`src/rtl/servo_pkg.sv`:
```
// Shared definitions for the multi-channel servo pulse generator:
// default timing constants and width helpers.
package servo_pkg;

    localparam int CLK_DIV_50M      = 195;
    localparam int FRAME_TICKS_16MS = 4096;
    localparam int MIN_TICKS_1MS    = 256;

    // Ceiling log2, never below 1 so single-value counters still get a bit.
    function automatic int clog2(input int n);
        int w;
        w = 1;
        while ((1 << w) < n) w++;
        return w;
    endfunction

    // Channel address width with one spare code, so out-of-range
    // channel numbers are representable and can be rejected.
    function automatic int ch_addr_w(input int num_ch);
        return clog2(num_ch + 1);
    endfunction

endpackage

```
`src/rtl/servo_channel.sv`:
```
// One servo channel: staged/active position, per-frame enable,
// slew-limited frame latch and registered pulse-width compare.
module servo_channel #(
    parameter int POS_W     = 8,
    parameter int FC_W      = 12,
    parameter int MIN_TICKS = 256,
    parameter int SLEW_STEP = 0,
    parameter int RESET_POS = 128
) (
    input  logic             clk_i,
    input  logic             rst_i,
    input  logic [FC_W-1:0]  frame_cnt_i,
    input  logic             latch_i,
    input  logic             wr_i,
    input  logic [POS_W-1:0] wr_pos_i,
    input  logic             enable_i,
    output logic             pulse_o
);

    localparam int CMP_W    = ((FC_W > POS_W) ? FC_W : POS_W) + 1;
    localparam int STEP_SAT = (SLEW_STEP >= (1 << POS_W)) ? (1 << POS_W) : SLEW_STEP;

    localparam logic [POS_W:0]   STEP    = (POS_W + 1)'(STEP_SAT);
    localparam logic [POS_W-1:0] RST_POS = POS_W'(RESET_POS);
    localparam logic [CMP_W-1:0] MIN_W   = CMP_W'(MIN_TICKS);

    logic [POS_W-1:0] staged_q, staged_d;
    logic [POS_W-1:0] active_q, active_d;
    logic             en_q, en_d;
    logic             pulse_q, pulse_d;

    logic [POS_W:0]   cur_x;
    logic [POS_W:0]   tgt_x;
    logic [POS_W:0]   delta;
    logic [POS_W:0]   move;
    logic [POS_W:0]   slewed;
    logic             rising;
    logic [CMP_W-1:0] limit;
    logic [CMP_W-1:0] cnt_x;

    // Move toward the target by at most STEP; the extra bit keeps the
    // difference exact so the result can neither overshoot nor wrap.
    always_comb begin
        cur_x  = {1'b0, active_q};
        tgt_x  = {1'b0, staged_q};
        rising = (tgt_x >= cur_x);
        delta  = rising ? (tgt_x - cur_x) : (cur_x - tgt_x);
        move   = delta;
        if (SLEW_STEP != 0 && delta > STEP) begin
            move = STEP;
        end
        slewed = rising ? (cur_x + move) : (cur_x - move);
    end

    always_comb begin
        staged_d = wr_i ? wr_pos_i : staged_q;
        active_d = latch_i ? slewed[POS_W-1:0] : active_q;
        en_d     = latch_i ? enable_i : en_q;
        limit    = MIN_W + CMP_W'(active_q);
        cnt_x    = CMP_W'(frame_cnt_i);
        pulse_d  = en_q && (cnt_x < limit);
    end

    always_ff @(posedge clk_i or posedge rst_i) begin
        if (rst_i) begin
            staged_q <= RST_POS;
            active_q <= RST_POS;
            en_q     <= 1'b0;
            pulse_q  <= 1'b0;
        end else begin
            staged_q <= staged_d;
            active_q <= active_d;
            en_q     <= en_d;
            pulse_q  <= pulse_d;
        end
    end

    assign pulse_o = pulse_q;

endmodule

```
`src/rtl/multi_servo_pwm.sv`:
```
// NUM_CH-channel RC-servo pulse generator: shared prescaler and frame
// counter, addressed position writes, frame-aligned updates per channel.
module multi_servo_pwm
    import servo_pkg::*;
#(
    parameter int NUM_CH      = 4,
    parameter int POS_W       = 8,
    parameter int CLK_DIV     = CLK_DIV_50M,
    parameter int FRAME_TICKS = FRAME_TICKS_16MS,
    parameter int MIN_TICKS   = MIN_TICKS_1MS,
    parameter int SLEW_STEP   = 0,
    parameter int RESET_POS   = 1 << (POS_W - 1)
) (
    input  logic                         clk,
    input  logic                         rst,
    input  logic                         wr_en,
    input  logic [ch_addr_w(NUM_CH)-1:0] wr_ch,
    input  logic [POS_W-1:0]             wr_pos,
    input  logic [NUM_CH-1:0]            ch_enable,
    output logic [NUM_CH-1:0]            pulse_out,
    output logic                         frame_start
);

    localparam int CH_W  = ch_addr_w(NUM_CH);
    localparam int DIV_W = clog2(CLK_DIV);
    localparam int FC_W  = clog2(FRAME_TICKS);

    localparam logic [DIV_W-1:0] DIV_LAST = DIV_W'(CLK_DIV - 1);
    localparam logic [FC_W-1:0]  FC_LAST  = FC_W'(FRAME_TICKS - 1);

    logic [DIV_W-1:0] div_q, div_d;
    logic [FC_W-1:0]  fc_q, fc_d;
    logic             fs_q, fs_d;
    logic             tick;
    logic [NUM_CH-1:0] wr_sel;

    always_comb begin
        tick  = (div_q == DIV_LAST);
        div_d = tick ? '0 : div_q + DIV_W'(1);
        fc_d  = fc_q;
        if (tick) begin
            fc_d = (fc_q == FC_LAST) ? '0 : fc_q + FC_W'(1);
        end
        // Registered look-ahead: high during the clk whose closing edge wraps.
        fs_d = (div_d == DIV_LAST) && (fc_d == FC_LAST);
    end

    always_ff @(posedge clk or posedge rst) begin
        if (rst) begin
            div_q <= '0;
            fc_q  <= '0;
            fs_q  <= 1'b0;
        end else begin
            div_q <= div_d;
            fc_q  <= fc_d;
            fs_q  <= fs_d;
        end
    end

    assign frame_start = fs_q;

    for (genvar i = 0; i < NUM_CH; i++) begin : g_ch
        assign wr_sel[i] = wr_en && (wr_ch == CH_W'(i));

        servo_channel #(
            .POS_W     (POS_W),
            .FC_W      (FC_W),
            .MIN_TICKS (MIN_TICKS),
            .SLEW_STEP (SLEW_STEP),
            .RESET_POS (RESET_POS)
        ) u_ch (
            .clk_i       (clk),
            .rst_i       (rst),
            .frame_cnt_i (fc_q),
            .latch_i     (fs_q),
            .wr_i        (wr_sel[i]),
            .wr_pos_i    (wr_pos),
            .enable_i    (ch_enable[i]),
            .pulse_o     (pulse_out[i])
        );
    end

endmodule

```
`config.mk`:
```
export PLATFORM = sky130hd
export DESIGN_NAME = multi_servo_pwm
export DESIGN_NICKNAME = d
export VERILOG_FILES = /design/src/rtl/servo_pkg.sv /design/src/rtl/servo_channel.sv /design/src/rtl/multi_servo_pwm.sv
export SDC_FILE = /design/constraint.sdc
export NUM_CORES = 1
export LEC_CHECK = 0
export ABC_AREA = 1
export CORE_MARGIN = 2
export CORE_UTILIZATION = 55
export CTS_BUF_LIST = sky130_fd_sc_hd__clkbuf_4 sky130_fd_sc_hd__clkbuf_8
export DETAILED_ROUTE_END_ITERATION = 10
export GPL_TIMING_DRIVEN = 0
export HOLD_SLACK_MARGIN = 0.1
export PLACE_DENSITY = 0.72
export SLEW_MARGIN = 25
export SYNTH_ARGS = -nofsm -noshare
export SYNTH_HDL_FRONTEND = slang
export SYNTH_SLANG_ARGS = --single-unit
```
`constraint.sdc`:
```
create_clock -name clk -period 5.2 [get_ports clk]
set_clock_uncertainty 0.1 [all_clocks]
set_input_delay 0.52 -clock clk [delete_from_list [all_inputs] [get_ports clk]]
set_output_delay 0.52 -clock clk [all_outputs]
set_load 0.05 [all_outputs]
```
* After elaboration in Yosys (flattened, before gate mapping) *
Cells that the tools add are included.

storage, ports and cells
  bits in writable memories = 0
  ROM bits = 0
  memories kept = 0
  bits in registers = 93
  logic and storage cells = 77
  latch bits = 0

cells by class
  mux-type cells = 11
  add/subtract/negate cells = 22
  equal/unequal tests = 7
  shift operators = 0
  reductions and logical operators = 10
  $mul = 0
  magnitude comparators = 8
  div/mod/pow operators = 0
  bitwise logic cells = 0

operator list
  kind                                            number
  subtractor 8 bit                                12
  2-to-1 mux 8 bit                                9
  < comparator 12 x 13 -> 1 bit                   4
  adder 9 x 8 -> 10 bit (first input constant)    4
  adder 8 bit                                     4
  >= comparator 8 bit                             4
  == test 12 bit (second input constant)          2
  2-to-1 mux 12 bit                               2
  == test 8 bit (second input constant)           2
  adder 12 x 1 -> 12 bit (second input constant)  1
  logical AND 1 bit                               9
  adder 8 x 1 -> 8 bit (second input constant)    1
  == test 3 x 2 -> 1 bit (second input constant)  2
  == test 3 x 1 -> 1 bit (second input constant)  1
  zero test 3 bit                                 1

* Longest topological paths before layout *
  word-level depth = 5
  depth in mapped cells = 33
  mapped depth without buffers = 32

* Modules after synthesis *
A second synthesis with hierarchy kept.

unflattened totals
  cells, all modules = 1466
  area, all modules = 10054.6 µm²

by module, submodules not included
  module                             area an instance (µm²)  times used  cells each
  servo_channel at g_ch[0].u_ch ...  2168.3                  3           319
  servo_channel at g_ch[1].u_ch      2180.8                  1           324
  multi_servo_pwm                    1368.8                  1           185

* Least setup slack after synthesis *
No wires, ideal clock.

  path type = register to register
  from = register g_ch[2].u_ch.staged_q[0]
  to = register g_ch[2].u_ch.active_q[7]
  arrival = 3.562 ns
  setup slack = 1.462 ns
  path buffers = 1
  stages on the path, launching flop included = 29
  cell sequence = dfrtp_1 inv_1 ha_1 inv_1 fa_1 nand3_1 nand2_1 nand2_2 nand3_2 buf_6 o21ai_1 inv_1 ha_1 and3_1 nand3_1 nand2_1 xor2_1 inv_1 ha_1 a21oi_1 o21ai_0 a31oi_1 nand3_1 nand2_1 inv_1 nand2_1 nand3_1 nand2_1 nand2_1

between the ends
  word-level cells in the longest chain between the ends = 4

ends and longest elaborated chain
  what                                                     RTL line                                  text
  from (decl)                                              servo_channel.sv:27                       logic [POS_W-1:0] staged_q, staged_d;
  from (signal assigned)                                   servo_channel.sv:71                       staged_q <= staged_d;
  subtractor 8 bit or >= comparator 8 bit (tied branches)  servo_channel.sv:47, servo_channel.sv:46
  2-to-1 mux 8 bit                                         servo_channel.sv:47                       delta = rising ? (tgt_x - cur_x) : (cur_x - tgt_x);
  subtractor 8 bit or adder 8 bit (tied branches)          servo_channel.sv:52                       slewed = rising ? (cur_x + move) : (cur_x - move);
  2-to-1 mux 8 bit (*)                                     servo_channel.sv:52
  to (signal assigned)                                     servo_channel.sv:72                       active_q <= active_d;
  to (decl)                                                servo_channel.sv:28                       logic [POS_W-1:0] active_q, active_d;

Every way passes the cells marked *; elsewhere a longest branch is shown, timed or not.
A chain may end at the register's enable or synchronous reset.

* Worst setup path after layout *
  from = register g_ch[2].u_ch.staged_q[0]
  to = register g_ch[2].u_ch.active_q[6]

Same word-level chain as after synthesis.

==> results.toml <==
[cells_and_area]
drive_above_1_share = 0.0782
seq_area_sq_um = 2340
multiInputGateArea_sq_um = 6300
design_area_sq_um = 10500
final_nets = 1615
mostFrequentLayoutCells = "405 x nand2_1, 247 x inv_1, 119 x ha_1"
n_antenna_cell = 0
fillers = 1713
final_common_cell = "nand2_1"
area_delta_synth_final_pct = 7.37

[drt]
drt-vias-per-instance = 5.21
first_pass_iters = 5
drc = 0
finalWirelength_microns = 24300
avgRoutedWirePerCell_microns = 14.3
vias = 8841
dr.first_iter.drc_count = 441
postRouteAntennaNets = 0

[global_routing]
grt_max_degree = 69
grt-ovfl-total = 0
grt_usage = 0.272
grt_pass1_wl_microns = 40100
grt_pass1_vias = 8236
grt_antenna_before_repair = 0

[logic_synthesis]
synth.area.top_cells = "dfrtp_1 22%, nand2_1 15%, ha_1 15%"
syn_nets = 1581
synthArstFlopShare = 1.00
mappedNetlistArea_sq_um = 9820
ys_warn_count = 0
synth_top_area_frac = 0.217
synth_seq_cells = 93
synth_edf_count = 0
synth-seq-area-share = 0.238
synthCells = 1432
synth_flop_cell = "dfrtp_1"
syn_avg_cell_area_sq_um = 6.85
ys_types = 49
synth_top_area_cell = "dfrtp_1"

[setup_path]
ff2ff_path_depth = 23
path_max_fanout = 10
crit_chain = "inv_1 -> ha_1 -> inv_1 -> fa_1 -> nand3_1 -> nand2_1 -> nand2_2 -> nand3_2 -> buf_6 -> o21ai_1 -> inv_1 -> ha_1 -> and3_1 -> o31ai_1 -> ha_1 -> nand2_1 -> nand2_1 -> a21oi_1 -> nor2_1 -> o21a_1 -> nor2_1 -> xor2_1 -> o21ai_0"
timing.rr.end = "g_ch[2].u_ch.active_q[6]$_DFFE_PP0P_"
r2r-start = "g_ch[2].u_ch.staged_q[0]$_DFFE_PP0P_"
required_ns = 5.33
crit_arrival_ns = 4.48
worstSetupEndpointType = "register"
max_stage_delay_ns = 0.42
cp-start-kind = "register"
r2r_slack_ns = 0.85
slowest_stage = "dfrtp_1"
critPathKind = "register to register"

[cts]
clk_latency_ns = 0.38
ctsRootBufferMaster = "clkbuf_8"
clock-sinks = 93
h-tree-depth = 3
postCtsResizedCells = 0
path_clk_slew_ns = 0.10
cts_tree = "done"
postCtsSetupRepairBufs = 0
cts_hold_buffers = 0
clockBufferDepth = 2
cts_buffers = 9

[timing]
post-route-min-period_ns = 4.35
tightest_slew_ns = 0.785
totalNegativeSetupSlack_ns = 0
maxSlewHeadroom = 0.477
setup_viol = 0
fmax_mhz = 230
fin_crit_sh = 0.836
finalMaxSlewViolations = 0
grt_setup_unrepaired = "false"
hold_violations = 0

[floorplanning]
core_sq_um = 17400
fp.dieH_microns = 138
start_util = 0.566
pin_count = 23
fp.dieW_microns = 138
row_count = 48
dieArea_sq_um = 18900

[pwr]
p_leak_nw = 5.75
powerDensity_nw_per_um2 = 317
vdd_ir_drop_max_mv = 0.204
p_total_mw = 3.34

[hold_path]
min_path_type = "primary input to asynchronous set/reset pin"

[placed_design]
dp.final_hpwl_microns = 19400
io_buffers = 22
gp_congestion = 0.869
place_area_sq_um = 10300

[status]
run_status = "finished, final reports clean"

[run]
cap_violations = 0
-- cells in the mapped netlist, types with 15 or more instances --
library cell,number
xnor2_1,15
nand2_2,15
ha_1,119
a21oi_1,49
nor2_1,101
xor2_1,28
nand2_1,405
o21ai_0,84
inv_1,248
nand4_1,26
dfrtp_1,85
nand3_1,88
-- state kept, by name, indices dropped and copies added (netlist names) --
name                count
frame_start             1
g_ch.u_ch.pulse_o       4
div_q                   8
g_ch.u_ch.active_q     32
g_ch.u_ch.en_q          4
g_ch.u_ch.staged_q     32
fc_q                   12
-- layout make-up --
cell class	count	share of cell area
multi-input combinational	1052	0.598
sequential	93	0.222
inverter	257	0.0922
tap	225	0.0267
timing repair buffer	23	0.0235
buffer	30	0.0197
clock buffer	9	0.0118
clock inverter	7	0.00617
-- kinds of logic (layout without fill, tap and decap cells) --
kind of cell,count (synthesis),count (layout),synth area share
flops,93,93,0.238
simple gates,687,687,0.315
buf+inv,287,326,0.120
compound gates,191,191,0.113
fa+ha+maj,131,131,0.176
xor+xnor,43,43,0.0384
-- worst max-delay path: cells and delay by family, from the launching register on --
kind	cells	cell delay, ns
xor gates and xnor gates	1	0.15
DFF	1	0.42
AOI/OAI and AO/OA	5	0.98
and+or+nand+nor	9	0.99
adders and majority gates	4	1.17
buffers and inverters	4	0.41
-- how the worst max path moves through the flow --
| stage | startpoint | endpoint | slack [ns] | cells after the start |
|---|---|---|---|---|
| 6_report | g_ch[2].u_ch.staged_q[0]$_DFFE_PP0P_ | g_ch[2].u_ch.active_q[6]$_DFFE_PP0P_ | 0.85 | 23 |
| 5_1_grt | g_ch[2].u_ch.staged_q[0]$_DFFE_PP0P_ | g_ch[2].u_ch.active_q[7]$_DFFE_PP1P_ | 0.44 | 28 |
| 4_1_cts | g_ch[2].u_ch.staged_q[0]$_DFFE_PP0P_ | g_ch[2].u_ch.active_q[7]$_DFFE_PP1P_ | 0.87 | 27 |
| 3_5_place_dp | g_ch[3].u_ch.staged_q[0]$_DFFE_PP0P_ | g_ch[3].u_ch.active_q[7]$_DFFE_PP1P_ | 0.90 | 32 |
| 3_3_place_gp | rst | g_ch[3].u_ch.active_q[1]$_DFFE_PP0P_ | 0.58 | 2 |
| 2_1_floorplan | g_ch[2].u_ch.staged_q[0]$_DFFE_PP0P_ | g_ch[2].u_ch.active_q[7]$_DFFE_PP1P_ | 1.46 | 28 |
-- per-layer routing --
metal  global-route usage  wire length, microns  vias up
met5                    0                     0        -
met4               0.0699                   470        0
met3               0.0254                   790       26
met2                0.459                 11300      145
met1                0.376                 11800     4080
li1                     -                     -     4590
-- metrics by stage --
stage / std cells / setup slack (ns) / utilization / hold WS [ns]
2_1_floorplan: 1432 / 1.46 / - / 0.342
3_3_place_gp: 1679 / 0.580 / 0.594 / 0.351
3_5_place_dp: 1680 / 0.898 / 0.596 / 0.356
4_1_cts: 1696 / 0.871 / 0.607 / 0.368
5_1_grt: 1696 / 0.444 / 0.607 / 0.372
6_report: 1696 / 0.851 / 0.607 / 0.365
-- power breakdown --
part / switching (mW) / internal, mW
Combinational: 1.27 / 0.748
Sequential: 0.0560 / 0.774
Clock: 0.300 / 0.185
Note: power is estimated with default switching activity, not from simulation.
